===== src/rtl/complex_mult_arbiter_pkg.sv =====
// Shared definitions for the complex multiplier arbiter.
//   state_t    : arbiter FSM encoding (IDLE=0, ISSUE=1, WAIT_RES=2, DELIVER=3)
//   REQ_IDX_W  : width of a requester index, sized for the largest supported NUM_REQ
//   WDOG_W     : width of the WAIT_RES watchdog counter, sized for the largest TIMEOUT
//   next_ptr() : round-robin pointer advance, modulo the configured requester count
package complex_mult_arbiter_pkg;

    localparam int MAX_REQ     = 8;
    localparam int REQ_IDX_W   = $clog2(MAX_REQ);
    localparam int MAX_TIMEOUT = 65536;
    localparam int WDOG_W      = $clog2(MAX_TIMEOUT);

    typedef enum logic [1:0] {
        IDLE     = 2'd0,
        ISSUE    = 2'd1,
        WAIT_RES = 2'd2,
        DELIVER  = 2'd3
    } state_t;

    // Pointer to the requester after idx, wrapping at num_req.
    function automatic logic [REQ_IDX_W-1:0] next_ptr(input logic [REQ_IDX_W-1:0] idx,
                                                      input int num_req);
        if (int'(idx) >= num_req - 1) begin
            return '0;
        end
        return idx + 1'b1;
    endfunction

endpackage


===== src/rtl/complex_mult_arbiter_if.sv =====
// Bus bundle between the arbiter, its requesters and the shared multiplier.
//   Requester side : req_val/req_ready with packed operand slices (slice i = requester i),
//                    rsp_val/rsp_ready with a shared result bus and rsp_err.
//   Multiplier side: mult_op_val/mult_op_ready with operands,
//                    mult_res_val/mult_res_ready with results.
// Modports: slave = the arbiter, master = the environment (requesters plus multiplier).
//
// Handshake rule for every val/ready pair on this bus: a transfer happens on the rising
// clock edge where both val and ready are high; a sender keeps val and its data stable
// until that edge, and ready never depends on a transfer already having happened.
interface complex_mult_arbiter_if #(
    parameter int DATA_WIDTH = 8,
    parameter int NUM_REQ    = 4
);
    logic [NUM_REQ-1:0]            req_val;
    logic [NUM_REQ-1:0]            req_ready;
    logic [NUM_REQ*DATA_WIDTH-1:0] req_op_1_re;
    logic [NUM_REQ*DATA_WIDTH-1:0] req_op_1_im;
    logic [NUM_REQ*DATA_WIDTH-1:0] req_op_2_re;
    logic [NUM_REQ*DATA_WIDTH-1:0] req_op_2_im;
    logic [NUM_REQ-1:0]            rsp_val;
    logic [NUM_REQ-1:0]            rsp_ready;
    logic [2*DATA_WIDTH-1:0]       rsp_result_re;
    logic [2*DATA_WIDTH-1:0]       rsp_result_im;
    logic                          rsp_err;

    logic                          mult_op_val;
    logic                          mult_op_ready;
    logic [DATA_WIDTH-1:0]         mult_op_1_re;
    logic [DATA_WIDTH-1:0]         mult_op_1_im;
    logic [DATA_WIDTH-1:0]         mult_op_2_re;
    logic [DATA_WIDTH-1:0]         mult_op_2_im;
    logic                          mult_res_val;
    logic                          mult_res_ready;
    logic [2*DATA_WIDTH-1:0]       mult_result_re;
    logic [2*DATA_WIDTH-1:0]       mult_result_im;

    modport slave (
        input  req_val, req_op_1_re, req_op_1_im, req_op_2_re, req_op_2_im, rsp_ready,
        output req_ready, rsp_val, rsp_result_re, rsp_result_im, rsp_err,
        output mult_op_val, mult_op_1_re, mult_op_1_im, mult_op_2_re, mult_op_2_im,
        input  mult_op_ready,
        input  mult_res_val, mult_result_re, mult_result_im,
        output mult_res_ready
    );

    modport master (
        output req_val, req_op_1_re, req_op_1_im, req_op_2_re, req_op_2_im, rsp_ready,
        input  req_ready, rsp_val, rsp_result_re, rsp_result_im, rsp_err,
        input  mult_op_val, mult_op_1_re, mult_op_1_im, mult_op_2_re, mult_op_2_im,
        output mult_op_ready,
        output mult_res_val, mult_result_re, mult_result_im,
        input  mult_res_ready
    );

endinterface


===== src/rtl/complex_mult_arbiter_rr_priority_picker.sv =====
// Round-robin priority picker (combinational).
//   req_val   in  NUM_REQ    requests
//   rr_ptr    in  REQ_IDX_W  highest-priority requester this round
//   grant     out NUM_REQ    one-hot: first request at or after rr_ptr, wrapping
//   grant_idx out REQ_IDX_W  index of the granted requester (0 when none)
//   grant_any out 1          some request was granted
module rr_priority_picker
    import complex_mult_arbiter_pkg::*;
#(
    parameter int NUM_REQ = 4
) (
    input  logic [NUM_REQ-1:0]   req_val,
    input  logic [REQ_IDX_W-1:0] rr_ptr,
    output logic [NUM_REQ-1:0]   grant,
    output logic [REQ_IDX_W-1:0] grant_idx,
    output logic                 grant_any
);

    // Walk the requesters in priority order (offset k from rr_ptr). The inner loop keeps
    // every vector index a loop constant; only the matching position is considered.
    always_comb begin
        grant     = '0;
        grant_idx = '0;
        grant_any = 1'b0;
        for (int k = 0; k < NUM_REQ; k++) begin
            int pos;
            pos = int'(rr_ptr) + k;
            if (pos >= NUM_REQ) begin
                pos = pos - NUM_REQ;
            end
            for (int i = 0; i < NUM_REQ; i++) begin
                if (!grant_any && (i == pos) && req_val[i]) begin
                    grant[i]  = 1'b1;
                    grant_idx = REQ_IDX_W'(i);
                    grant_any = 1'b1;
                end
            end
        end
    end

endmodule


===== src/rtl/complex_mult_arbiter.sv =====
// Shares one complex multiplier among NUM_REQ requesters, one job in flight at a time.
//   clk        in   clock
//   rstn       in   asynchronous reset, active low
//   sw_rst     in   synchronous soft reset, active high
//   bus        slave modport of complex_mult_arbiter_if (requester and multiplier handshakes)
//   busy       out  a job is held (state != IDLE)
//   dbg_state  out  current FSM state
// Flow: IDLE (round-robin accept) -> ISSUE (send operands) -> WAIT_RES (collect result or
// time out after TIMEOUT cycles) -> DELIVER (hand result to the granted requester) -> IDLE.
module complex_mult_arbiter
    import complex_mult_arbiter_pkg::*;
#(
    parameter int DATA_WIDTH = 8,
    parameter int NUM_REQ    = 4,
    parameter int TIMEOUT    = 64
) (
    input  logic                    clk,
    input  logic                    rstn,
    input  logic                    sw_rst,
    complex_mult_arbiter_if.slave   bus,
    output logic                    busy,
    output state_t                  dbg_state
);

    localparam int DW = DATA_WIDTH;

    state_t                state, state_nxt;
    logic [REQ_IDX_W-1:0]  rr_ptr;
    logic [REQ_IDX_W-1:0]  g;
    logic [DW-1:0]         op_1_re, op_1_im, op_2_re, op_2_im;
    logic [2*DW-1:0]       res_re, res_im;
    logic                  err;
    logic [WDOG_W-1:0]     wdog;

    logic [NUM_REQ-1:0]    grant;
    logic [REQ_IDX_W-1:0]  grant_idx;
    logic                  grant_any;
    logic [DW-1:0]         sel_1_re, sel_1_im, sel_2_re, sel_2_im;
    logic                  rsp_ready_g;
    logic [NUM_REQ-1:0]    rsp_val_int;
    logic                  wdog_expired;
    logic                  in_reset;

    // Outputs are forced to 0 while either reset is asserted, so no handshake can
    // complete in a cycle whose state update is about to be discarded by sw_rst.
    assign in_reset     = !rstn || sw_rst;
    assign wdog_expired = (wdog == WDOG_W'(TIMEOUT - 1));

    rr_priority_picker #(
        .NUM_REQ (NUM_REQ)
    ) u_picker (
        .req_val   (bus.req_val),
        .rr_ptr    (rr_ptr),
        .grant     (grant),
        .grant_idx (grant_idx),
        .grant_any (grant_any)
    );

    // Operand slices of the requester currently picked.
    always_comb begin
        sel_1_re = '0;
        sel_1_im = '0;
        sel_2_re = '0;
        sel_2_im = '0;
        for (int i = 0; i < NUM_REQ; i++) begin
            if (grant[i]) begin
                sel_1_re = bus.req_op_1_re[i*DW +: DW];
                sel_1_im = bus.req_op_1_im[i*DW +: DW];
                sel_2_re = bus.req_op_2_re[i*DW +: DW];
                sel_2_im = bus.req_op_2_im[i*DW +: DW];
            end
        end
    end

    // Per-requester view of the registered grant index g.
    always_comb begin
        rsp_ready_g = 1'b0;
        rsp_val_int = '0;
        for (int i = 0; i < NUM_REQ; i++) begin
            if (g == REQ_IDX_W'(i)) begin
                rsp_ready_g    = bus.rsp_ready[i];
                rsp_val_int[i] = (state == DELIVER);
            end
        end
    end

    always_comb begin
        state_nxt = state;
        case (state)
            IDLE:     if (grant_any)                          state_nxt = ISSUE;
            ISSUE:    if (bus.mult_op_ready)                  state_nxt = WAIT_RES;
            WAIT_RES: if (bus.mult_res_val || wdog_expired)   state_nxt = DELIVER;
            DELIVER:  if (rsp_ready_g)                        state_nxt = IDLE;
            default:                                          state_nxt = IDLE;
        endcase
    end

    always_ff @(posedge clk or negedge rstn) begin
        if (!rstn) begin
            state   <= IDLE;
            rr_ptr  <= '0;
            g       <= '0;
            op_1_re <= '0;
            op_1_im <= '0;
            op_2_re <= '0;
            op_2_im <= '0;
            res_re  <= '0;
            res_im  <= '0;
            err     <= 1'b0;
            wdog    <= '0;
        end else if (sw_rst) begin
            state   <= IDLE;
            rr_ptr  <= '0;
            g       <= '0;
            op_1_re <= '0;
            op_1_im <= '0;
            op_2_re <= '0;
            op_2_im <= '0;
            res_re  <= '0;
            res_im  <= '0;
            err     <= 1'b0;
            wdog    <= '0;
        end else begin
            state <= state_nxt;
            case (state)
                IDLE: begin
                    if (grant_any) begin
                        g       <= grant_idx;
                        op_1_re <= sel_1_re;
                        op_1_im <= sel_1_im;
                        op_2_re <= sel_2_re;
                        op_2_im <= sel_2_im;
                    end
                end
                ISSUE: begin
                    if (bus.mult_op_ready) begin
                        wdog <= '0;
                    end
                end
                WAIT_RES: begin
                    // A real result wins over a watchdog expiring in the same cycle.
                    if (bus.mult_res_val) begin
                        res_re <= bus.mult_result_re;
                        res_im <= bus.mult_result_im;
                        err    <= 1'b0;
                    end else if (wdog_expired) begin
                        res_re <= '0;
                        res_im <= '0;
                        err    <= 1'b1;
                    end else begin
                        wdog <= wdog + 1'b1;
                    end
                end
                DELIVER: begin
                    if (rsp_ready_g) begin
                        rr_ptr <= next_ptr(g, NUM_REQ);
                    end
                end
                default: ;
            endcase
        end
    end

    assign bus.req_ready      = (!in_reset && state == IDLE) ? grant : '0;
    assign bus.rsp_val        = in_reset ? '0 : rsp_val_int;
    assign bus.rsp_result_re  = in_reset ? '0 : res_re;
    assign bus.rsp_result_im  = in_reset ? '0 : res_im;
    assign bus.rsp_err        = !in_reset && err;

    assign bus.mult_op_val    = !in_reset && (state == ISSUE);
    assign bus.mult_op_1_re   = in_reset ? '0 : op_1_re;
    assign bus.mult_op_1_im   = in_reset ? '0 : op_1_im;
    assign bus.mult_op_2_re   = in_reset ? '0 : op_2_re;
    assign bus.mult_op_2_im   = in_reset ? '0 : op_2_im;
    assign bus.mult_res_ready = !in_reset && (state == WAIT_RES);

    assign busy      = !in_reset && (state != IDLE);
    assign dbg_state = state;

endmodule


===== src/flat_wrapper.sv =====
// flat-port wrapper written by rule: the top's interface ports become plain ports
module complex_mult_arbiter_flat import complex_mult_arbiter_pkg::*;
#(
    parameter int DATA_WIDTH = 8,
    parameter int NUM_REQ    = 4,
    parameter int TIMEOUT    = 64
)
  (clk, rstn, sw_rst, busy, dbg_state, bus_req_val, bus_req_op_1_re, bus_req_op_1_im, bus_req_op_2_re, bus_req_op_2_im, bus_rsp_ready, bus_req_ready, bus_rsp_val, bus_rsp_result_re, bus_rsp_result_im, bus_rsp_err, bus_mult_op_val, bus_mult_op_1_re, bus_mult_op_1_im, bus_mult_op_2_re, bus_mult_op_2_im, bus_mult_op_ready, bus_mult_res_val, bus_mult_result_re, bus_mult_result_im, bus_mult_res_ready);
  complex_mult_arbiter_if #(.DATA_WIDTH(DATA_WIDTH), .NUM_REQ(NUM_REQ)) bus_i ();
  input  logic clk;
  input  logic rstn;
  input  logic sw_rst;
  output logic busy;
  output state_t dbg_state;
  input wire logic [$bits(bus_i.req_val)-1:0] bus_req_val;
  input wire logic [$bits(bus_i.req_op_1_re)-1:0] bus_req_op_1_re;
  input wire logic [$bits(bus_i.req_op_1_im)-1:0] bus_req_op_1_im;
  input wire logic [$bits(bus_i.req_op_2_re)-1:0] bus_req_op_2_re;
  input wire logic [$bits(bus_i.req_op_2_im)-1:0] bus_req_op_2_im;
  input wire logic [$bits(bus_i.rsp_ready)-1:0] bus_rsp_ready;
  output wire logic [$bits(bus_i.req_ready)-1:0] bus_req_ready;
  output wire logic [$bits(bus_i.rsp_val)-1:0] bus_rsp_val;
  output wire logic [$bits(bus_i.rsp_result_re)-1:0] bus_rsp_result_re;
  output wire logic [$bits(bus_i.rsp_result_im)-1:0] bus_rsp_result_im;
  output wire logic [$bits(bus_i.rsp_err)-1:0] bus_rsp_err;
  output wire logic [$bits(bus_i.mult_op_val)-1:0] bus_mult_op_val;
  output wire logic [$bits(bus_i.mult_op_1_re)-1:0] bus_mult_op_1_re;
  output wire logic [$bits(bus_i.mult_op_1_im)-1:0] bus_mult_op_1_im;
  output wire logic [$bits(bus_i.mult_op_2_re)-1:0] bus_mult_op_2_re;
  output wire logic [$bits(bus_i.mult_op_2_im)-1:0] bus_mult_op_2_im;
  input wire logic [$bits(bus_i.mult_op_ready)-1:0] bus_mult_op_ready;
  input wire logic [$bits(bus_i.mult_res_val)-1:0] bus_mult_res_val;
  input wire logic [$bits(bus_i.mult_result_re)-1:0] bus_mult_result_re;
  input wire logic [$bits(bus_i.mult_result_im)-1:0] bus_mult_result_im;
  output wire logic [$bits(bus_i.mult_res_ready)-1:0] bus_mult_res_ready;
  assign bus_i.req_val = bus_req_val;
  assign bus_i.req_op_1_re = bus_req_op_1_re;
  assign bus_i.req_op_1_im = bus_req_op_1_im;
  assign bus_i.req_op_2_re = bus_req_op_2_re;
  assign bus_i.req_op_2_im = bus_req_op_2_im;
  assign bus_i.rsp_ready = bus_rsp_ready;
  assign bus_req_ready = bus_i.req_ready;
  assign bus_rsp_val = bus_i.rsp_val;
  assign bus_rsp_result_re = bus_i.rsp_result_re;
  assign bus_rsp_result_im = bus_i.rsp_result_im;
  assign bus_rsp_err = bus_i.rsp_err;
  assign bus_mult_op_val = bus_i.mult_op_val;
  assign bus_mult_op_1_re = bus_i.mult_op_1_re;
  assign bus_mult_op_1_im = bus_i.mult_op_1_im;
  assign bus_mult_op_2_re = bus_i.mult_op_2_re;
  assign bus_mult_op_2_im = bus_i.mult_op_2_im;
  assign bus_i.mult_op_ready = bus_mult_op_ready;
  assign bus_i.mult_res_val = bus_mult_res_val;
  assign bus_i.mult_result_re = bus_mult_result_re;
  assign bus_i.mult_result_im = bus_mult_result_im;
  assign bus_mult_res_ready = bus_i.mult_res_ready;
  complex_mult_arbiter #(.DATA_WIDTH(DATA_WIDTH), .NUM_REQ(NUM_REQ), .TIMEOUT(TIMEOUT)) u_core (.clk(clk), .rstn(rstn), .sw_rst(sw_rst), .bus(bus_i), .busy(busy), .dbg_state(dbg_state));
endmodule

===== config.mk =====
export PLATFORM = sky130hd
export DESIGN_NAME = complex_mult_arbiter_flat
export DESIGN_NICKNAME = d
export VERILOG_FILES = /design/src/rtl/complex_mult_arbiter_pkg.sv /design/src/rtl/complex_mult_arbiter_if.sv /design/src/rtl/complex_mult_arbiter_rr_priority_picker.sv /design/src/rtl/complex_mult_arbiter.sv /design/src/flat_wrapper.sv
export SDC_FILE = /design/constraint.sdc
export NUM_CORES = 1
export LEC_CHECK = 0
export ABC_AREA = 0
export BUFFER_PORTS_ARGS = -buffer_cell sky130_fd_sc_hd__buf_4
export CAP_MARGIN = 30
export CORE_AREA = 8 8 93 158
export DETAILED_ROUTE_END_ITERATION = 10
export DIE_AREA = 0 0 101 166
export PLACE_DENSITY = 0.87
export SYNTH_ARGS = -nofsm -noshare
export SYNTH_HDL_FRONTEND = slang
export SYNTH_SLANG_ARGS = --single-unit

===== constraint.sdc =====
create_clock -name clk -period 1.8 [get_ports clk]
set_input_delay 0.27 -clock clk [delete_from_list [all_inputs] [get_ports clk]]
set_output_delay 0.27 -clock clk [all_outputs]
set_load 0.02 [all_outputs]

; Word level (Yosys, flattened, before mapping)
; Cells that the tools add are included.
[totals]
out_inout_bits = 78
word_cells = 252
ff_bits = 89
[classes]
addsub = 9
order_cmp = 5
n_eq_ne = 25
n_mux = 128
n_reduce_logical = 74
[op_table]
columns = operator, n
row1 = $eq 3x32->1 const A, 8
row2 = $mux 8, 32
row3 = $mux 16, 13
row4 = $eq 2x32->1 const A, 4
row5 = $logic_not 32->1, 4
row6 = $mux 32, 4
row7 = $mux 3, 22
row8 = $mux 1, 48
row9 = $logic_and 1x1->1, 36
row10 = $pmux 16 s2, 1
row11 = $logic_not 1->1, 17
row12 = $add 16x1->16 const B, 1
row13 = $eq 16x6->1 const B, 1
row14 = $sub 4x3->5 const B, 3
row15 = $ge 4x3->1 const B, 3
row16 = $reduce_bool 2->1, 6
row17 = $mux 2, 5
row18 = $ne 3x2->1 const B, 3
row19 = $ne 3x3->1 const B, 3
row20 = $add 3x2->4 const B, 2
row21 = $mux 4, 2
row22 = $pmux 2 s4, 1
row23 = $reduce_and 4->1, 2
row24 = $eq 3x2->1 const B, 2
row25 = other kinds (13), 18

; Depth between registers and ports, before layout
; Gate-level depths: netlist of the first run.
[depth]
ltp_word = 69
mapped_depth = 8

; Modules after synthesis
; From an unflattened synthesis of the first run, not the netlist that was laid out.
[hier_totals]
hier_cells = 692
area_unflattened_um2 = 5700.5
[modules_own_cells]
columns = module, area_per_inst_um2, seq_area_each_um2, cells_per_inst, instances
row1 = complex_mult_arbiter, 5444.0, 2227.1, 654, 1
row2 = rr_priority_picker, 256.5, 0.0, 38, 1

; Worst setup path after synthesis of the first run
; Ideal clock, no wire load.
[synth_timing]
path_kind = reg2reg
startpoint = reg u_core.state[1], in the netlist u_core.dbg_state[1]
endpoint = reg u_core.wdog[15]
path_buffers = 0
path_stages_with_launch = 8
arrival_time_ns = 1.804
setup_slack_ns = -0.133
required_ns = 1.672
synth_period_minus_slack_ns = 1.933
cell_sequence = dfrtp_1 -> inv_1 -> ha_1 -> and2b_2 -> o31a_2 -> or4b_4 -> xor2_1 -> nor2_1
[synth_via]
elab_chain_cells = 3
word_cells_on_any_way = 9
cone_classes = 5 x eq/ne / 2 x mux / 2 x reduce/logical
[synth_lines]
columns = item, line
row1 = "start, declared", complex_mult_arbiter.sv:27  ; state_t state, state_nxt;
row2 = "start signal, assigned", complex_mult_arbiter.sv:124  ; state <= state_nxt;
row3 = $eq 2x2->1 or $eq 2x1->1 (tied branches), complex_mult_arbiter.sv:125  ; case (state)
row4 = $ne 3x3->1 (no line) (tied with other cells), n/a
row5 = $reduce_and 4->1 (no line) or $mux 16 (tied branches), n/a
row6 = "end signal, assigned", complex_mult_arbiter.sv:151  ; wdog <= wdog + 1'b1;
row7 = "end, declared", complex_mult_arbiter.sv:33  ; logic [WDOG_W-1:0] wdog;
; Several ways; a longest one is shown, not always the timed one.
; A chain may end at the register's enable or synchronous reset.

; Final worst setup path of the first run
[layout_timing]
startpoint = reg u_core.wdog[0]
endpoint = reg u_core.state[1], in the netlist u_core.dbg_state[1]
[layout_via]
elab_chain_cells = 4
[layout_lines]
columns = item, line
row1 = $eq 16x6->1, complex_mult_arbiter.sv:47  ; assign wdog_expired = (wdog == WDOG_W'(TIMEOUT - 1));
row2 = $logic_or 1x1->1, complex_mult_arbiter.sv:92  ; WAIT_RES: if (bus.mult_res_val || wdog_expired) state_nxt = DELIVER;
row3 = $ne 3x2->1 (no line), n/a
row4 = $reduce_and 4->1 (no line), n/a
; No other way between the ends.

==> results of run 1 <==
## worst max-delay path: stages, from the launching register on
cell and delay, ns:
dfrtp_1 0.40, ha_4 0.18, nor4bb_4 0.29, buf_4 0.19
a41oi_4 0.13, a221oi_4 0.32, mux2i_1 0.23, nor2_1 0.06
## worst max-delay path by stage
stage | start | to | slack (ns) | cells past startpoint
after floorplan | u_core.wdog[5]$_DFFE_PN0P_ | u_core.wdog[12]$_DFFE_PN0P_ | -0.10 | 7
after global placement | u_core.wdog[0]$_DFFE_PN0P_ | u_core.err$_DFFE_PN0P_ | -0.10 | 7
after detailed placement | u_core.wdog[1]$_DFFE_PN0P_ | u_core.err$_DFFE_PN0P_ | -0.18 | 7
after CTS | u_core.g[1]$_DFFE_PN0P_ | u_core.dbg_state[1]$_DFFE_PN0P_ | -0.1 | 7
after global routing | u_core.wdog[0]$_DFFE_PN0P_ | u_core.dbg_state[1]$_DFFE_PN0P_ | -0.24 | 7
final | u_core.wdog[0]$_DFFE_PN0P_ | u_core.dbg_state[1]$_DFFE_PN0P_ | -0.13 | 7
## cells by family (layout without fill, tap and decap cells)
logic type	Yosys count	count (layout)	share of synthesized area, %
compound gates	155	155	21.8
xor+xnor	14	14	2.37
fa+ha+maj	9	9	2.18
buf+inv	64	384	5.32
flops	87	87	42.1
mux	5	5	0.992
simple gates	248	248	25.2
## cell usage after synthesis (all sizes together), types with 4 or more instances
library cell,number
and2,69
nor2b,5
nor2,54
a221oi,33
o21ai,4
dfrtp,87
inv,12
o31ai,32
buf,15
ha,9
and3,8
mux2i,4
nand2,43
a21oi,39
nand4,5
xor2,6
clkbuf,37
a22oi,32
xnor2,8
nor4,7
nand3,37
or2,4
## power groups by stage
stage                     clock network [mW]  logic [mW]  registers (mW)
after detailed placement                   0        2.16            2.45
after floorplan                            0        1.13            2.42
final                                   2.08        3.05            2.46
after global routing                    2.18        3.23            2.49
after global placement                     0        2.12            2.43
after CTS                               2.10        2.52            2.43
## state kept, by name (all words and copies together) (netlist names)
register          count
u_core.wdog          16
u_core.res_im        16
u_core.err            1
u_core.op_1_im        8
u_core.res_re        16
u_core.op_2_re        8
u_core.dbg_state      2
u_core.op_2_im        8
u_core.rr_ptr         2
u_core.op_1_re        8
u_core.g              2
## through the flow
stage          total power [mW]  hold WS (ns)
6_report                   7.59       0.00482
2_1_floorplan              3.55       -0.0256
5_1_grt                    7.91        0.0294
4_1_cts                    7.05        0.0191
3_3_place_gp               4.55         0.378
3_5_place_dp               4.61         0.388
## layout by cell type, fill, tap and decap left out, types with 12 or more instances in the layout
master | synthesis | routed
a21oi_1 | 38 | 35
a221oi_1 | 32 | 15
a221oi_2 | 1 | 12
a22oi_1 | 32 | 29
and2_1 | 68 | 66
buf_12 | 0 | 15
buf_4 | 1 | 314
buf_6 | 1 | 20
dfrtp_1 | 87 | 82
nand2_1 | 43 | 23
nand2_2 | 0 | 16
nand3_1 | 36 | 35
nor2_1 | 54 | 50
o31ai_1 | 32 | 14
o31ai_2 | 0 | 16
## what timing repair did
| action | CTS | global route |
|---|---|---|
| endpoints found under the setup margin | 59 | 85 |
| gates resized for setup | 53 | 123 |
| pin swaps | 15 | 41 |
| buffers inserted | 20 | 16 |
| cloned | 3 | 4 |
## routing by layer
| metal | track usage (%) | part of all wire (%) | vias to the layer above |
|---|---|---|---|
| li1 | - | - | 2743 |
| met1 | 25.9 | 33 | 3038 |
| met2 | 45.2 | 55 | 349 |
| met3 | 4.95 | 7.4 | 90 |
| met4 | 11.9 | 5.1 | 0 |
| met5 | 0 | 0 | - |
## area by class of cell
class | instances | area [um^2]
Clock buffer | 9 | 225
Sequential cell | 87 | 2180
Fill cell | 866 | 3360
Timing Repair Buffer | 356 | 3050
Clock inverter | 7 | 105
Tap cell | 171 | 214
Inverter | 12 | 47.5
Multi-Input combinational cell | 431 | 3470
==> metrics.txt, run 1 <==
Total GRT Usage between 20 and 25%; Pint 5.00 mW; Synth area leaders dfrtp_1 42%, and2_1 8.2%, a221oi_1 5.4%; non-filler instance count after layout ~1100; worst slew pin tran 0.485 ns; RSZ-0062 raised after global routing yes; Clock Skews between 0.009 and 0.01 ns; share of total power in combinational logic approximately 40%; failing checks negative setup slack; Area Growth Syn to Fin 79.9%; first-pass GRT wire length roughly 33 mm; # nets final around 1100; Hold Fails Final Rpt 0; min Tclk post-route slightly below 2 ns; Netlist cell types 60; clk slew on worst S/H paths roughly 0.070 ns; number of hold buffers added after CTS 0; via count between 6000 and 7000; FF-to-FF path depth 7; Max VDD drop ~0.44 mV; cell taking the most area after synthesis dfrtp_1; asr flop ratio synth 100%; dpl hpwl between 10 and 15 mm; Reg power frac roughly a third; flop2flop setup slack -0.13 ns; FP Rows 55; sw frac between 30% and 40%; largest net degree at the start of global routing 88; Slew HR around two thirds; Hold Path Class in2async; r2r endpoint u_core.dbg_state[1]$_DFFE_PN0P_; DR WL/cell about 22 um; clk_lat worst skew about 0.34 ns; root buffer cell clkbuf_16; critical path launch point type flip-flop; share of layout cells above drive strength 1 a little under three fifths; cell total after placement slightly above 1000; setup_tns -2.19 ns; final design instance area without fill slightly above 0.009 mm^2; outcome finished with violations; placed cell area 0.00771 mm^2; PD cells 816 mW/mm^2; gr ovfl total 0; Cell Area, Synth ~0.0052 mm^2; min setup slack post-route -0.128 ns; Yosys reg bits 87; Setup CP Type reg2reg; r2r startpoint u_core.wdog[0]$_DFFE_PN0P_; CTS tree done; Syn Inst Count 582; die area around 0.017 mm^2; Seq/Total Area, Yosys 42.1%; Num CTS Buffers 9; n_diodes 0; Worst Path Arrival roughly 2.1 ns; vias per inst between 5 and 6; Fmax between 0.5 and 0.6 GHz; initial DRC count 350; Routed WL ~24 mm; htree depth 3; CP required 2.00 ns; Synth top area share a little over two fifths; Switch Pwr 2.59 mW; Tcrit/Tclk final 107%; effective utilization at floorplan approximately two fifths; port bufs 250; DRC viols 0; GPL Wtd Cong 0.881; Routed Antenna Nets 0; DIE WIDTH 101 um; die height 166 um; Clock Sinks a little under 90; fin util 73.4%; vias in the first global route roughly 6300; Clock power frac ~27%; max_cap viols 0; yosys warns 0; Max clock buf depth 2; syn_nets between 700 and 800; Crit. End Element flip-flop; setup violators final 43; CP max FO 3; max-slew violations 0; dominant synthesized flop cell dfrtp_1; DRT Pass-1 Iters 5; EDFF count, synth 0; IO Pins 251; Core ar. ~0.013 mm^2; Post-Syn Area per Cell 8.88 um^2; initial antenna violation count 0; static leakage approximately 4.3 nW; Place WS -0.183 ns
No activity file was read; power rests on OpenSTA's default activity.
==> run 2: changes to the inputs <==
==> constraint.sdc (replaced) <==
create_clock -name clk -period 1.7 [get_ports clk]
set_input_delay 0.17 -clock clk [delete_from_list [all_inputs] [get_ports clk]]
set_output_delay 0.17 -clock clk [all_outputs]
set_load 0.02 [all_outputs]
==> run 2 against run 1 <==
Compared with the run above: the flow finishes with violations (negative hold slack, negative setup slack); worst setup slack got worse by 0.15 ns; global-route usage rose by 0.86 points; combinational power increased by 13%; critical path type unchanged.
==> metrics.txt, run 2 (synthesized netlist as in run 1, its figures left out) <==
outcome finished with violations; failing checks negative hold slack, negative setup slack; DR WL/cell 23.4 um (+6.4%); setup violators final 59 (+37%); die height 166 um (unchanged); Hold Fails Final Rpt 87 (+87); Max VDD drop 0.544 mV (+24%); largest net degree at the start of global routing 89 (+1.1%); Clock Skews 0.00805 ns (-0.00169 ns); r2r startpoint u_core.wdog[8]$_DFFE_PN0P_; port bufs 250 (unchanged); htree depth 3 (unchanged); Routed WL 25.1 mm (+6.5%); die area 0.0168 mm^2 (unchanged); Num CTS Buffers 9 (unchanged); Worst Path Arrival 2.25 ns (+0.12 ns); placed cell area 0.00777 mm^2 (+0.76%); CP max FO 3 (unchanged); effective utilization at floorplan 40.8% (unchanged); Hold Path Class in2async; Fmax 0.506 GHz (-2.4%); DIE WIDTH 101 um (unchanged); Slew HR 63.1% (-4.6 points); gr ovfl total 0 (unchanged); IO Pins 251 (unchanged); min setup slack post-route -0.276 ns (-0.148 ns); worst slew pin tran 0.554 ns (+0.0692 ns); CP required 1.97 ns (-0.03 ns); most common cell after layout, fill and taps aside buf_4; # nets final 1080 (+0.093%); flop2flop setup slack -0.28 ns (-0.15 ns); initial antenna violation count 0 (unchanged); Tcrit/Tclk final 116% (+9.1 points); PD cells 868 mW/mm^2 (+6.4%); Total GRT Usage 25.7% (+0.86 points); final design instance area without fill 0.00958 mm^2 (+3.0%); root buffer cell clkbuf_16; commonest non-fill, non-tap cells in the layout 301 x buf_4, 82 x dfrtp_1, 66 x and2_1, 47 x nor2_1, 40 x nand2_1; min Tclk post-route 1.98 ns (+0.0477 ns); n_diodes 0 (unchanged); Area Growth Syn to Fin 85.3%; RSZ-0062 raised after global routing yes; Clock Sinks 87 (unchanged); FF-to-FF path depth 5 (-2); DRC viols 0 (unchanged); first-pass GRT wire length 34.0 mm (+3.6%); DRT Pass-1 Iters 5 (unchanged); vias in the first global route 6503 (+3.0%); Worst Hold Margin -0.180 ns (-0.185 ns); Place WS -0.236 ns (-0.0527 ns); share of layout cells above drive strength 1 57.9% (+2.8 points); clk_lat worst skew 0.35 ns (about the same); origin of the worst setup path u_core.wdog[8]$_DFFE_PN0P_; FP Rows 55 (unchanged); biggest regs u_core.res_im: 16 flops, u_core.res_re: 16 flops, u_core.wdog: 16 flops; vias per inst 5.85 (+0.90%); Routed Antenna Nets 0 (unchanged); Setup CP Type reg2reg; dpl hpwl 14.6 mm (+0.15%); initial DRC count 360 (+2.9%); clk slew on worst S/H paths 0.07 ns (about the same); Core ar. 0.0127 mm^2 (unchanged); via count 6282 (+1.0%); setup_tns -6.14 ns (-3.95 ns); static leakage 4.36 nW (+2.0%); Max clock buf depth 2 (unchanged); Crit. End Element flip-flop; max_cap viols 0 (unchanged); max-slew violations 0 (unchanged); critical path launch point type flip-flop; CTS tree done; GPL Wtd Cong 0.886 (+0.64%)
## run 2: cell types whose count changed in the layout (fill, tap and decap cells not counted), sizes merged
cell	before	now
buf	353	350
clkbuf	11	15
## run 2: report_power, final
part           internal (mW)  switching [mW]  total [mW]
clock network           1.30           0.907        2.21
registers               2.39           0.248        2.64
logic                   1.70            1.76        3.46
## run 2: area by class of cell
cell class,instances,area [um^2]
clock buffer,9,225
clock inverter,7,103
fill,825,3080
inverter,12,45.0
multi-input combinational,431,3660
sequential,87,2180
tap,171,214
timing repair buffer,357,3150
## run 2: repair_timing
| action | in CTS | in global routing |
|---|---|---|
| setup endpoints to repair | 94 | 95 |
| pin swaps | 26 | 65 |
| gates resized for setup | 112 | 92 |
| buffers inserted | 11 | 18 |
| hold endpoints to repair | 87 | 87 |
| gates cloned | 4 | 6 |
## run 2: per-layer routing
layer	wire [um]	part of all wire (%)	GRT usage, %
met1	8470	34	26.4
met2	13500	54	46.9
met3	1780	7.1	5.58
met4	1340	5.3	12.4
met5	0	0	0
## run 2: final timing paths
kind,to
worst max-delay path,u_core.wdog[15]$_DFFE_PN0P_
min in group clk,u_core.op_2_re[5]$_DFFE_PN0P_
max in group asynchronous,u_core.g[0]$_DFFE_PN0P_
worst min-delay path,u_core.op_1_im[3]$_DFFE_PN0P_
worst max register to register,u_core.wdog[15]$_DFFE_PN0P_
worst min register to register,u_core.op_2_re[7]$_DFFE_PN0P_
## run 2: per-stage QoR
step / util (%) / power [mW] / cells
2_1_floorplan: - / 3.78 / 582
3_3_place_gp: 61.4 / 4.87 / 1022
3_5_place_dp: 61.4 / 4.94 / 1022
4_1_cts: 69.7 / 7.60 / 1052
5_1_grt: 75.7 / 8.61 / 1074
6_report: 75.7 / 8.31 / 1074
## run 2: worst max-delay path, cell delays in order (launching register included)
cell and delay [ns]:
dfrtp_1 0.43, nand3_1 0.20, or4_4 0.54, or4b_4 0.50
xor2_1 0.15, nor2_1 0.09
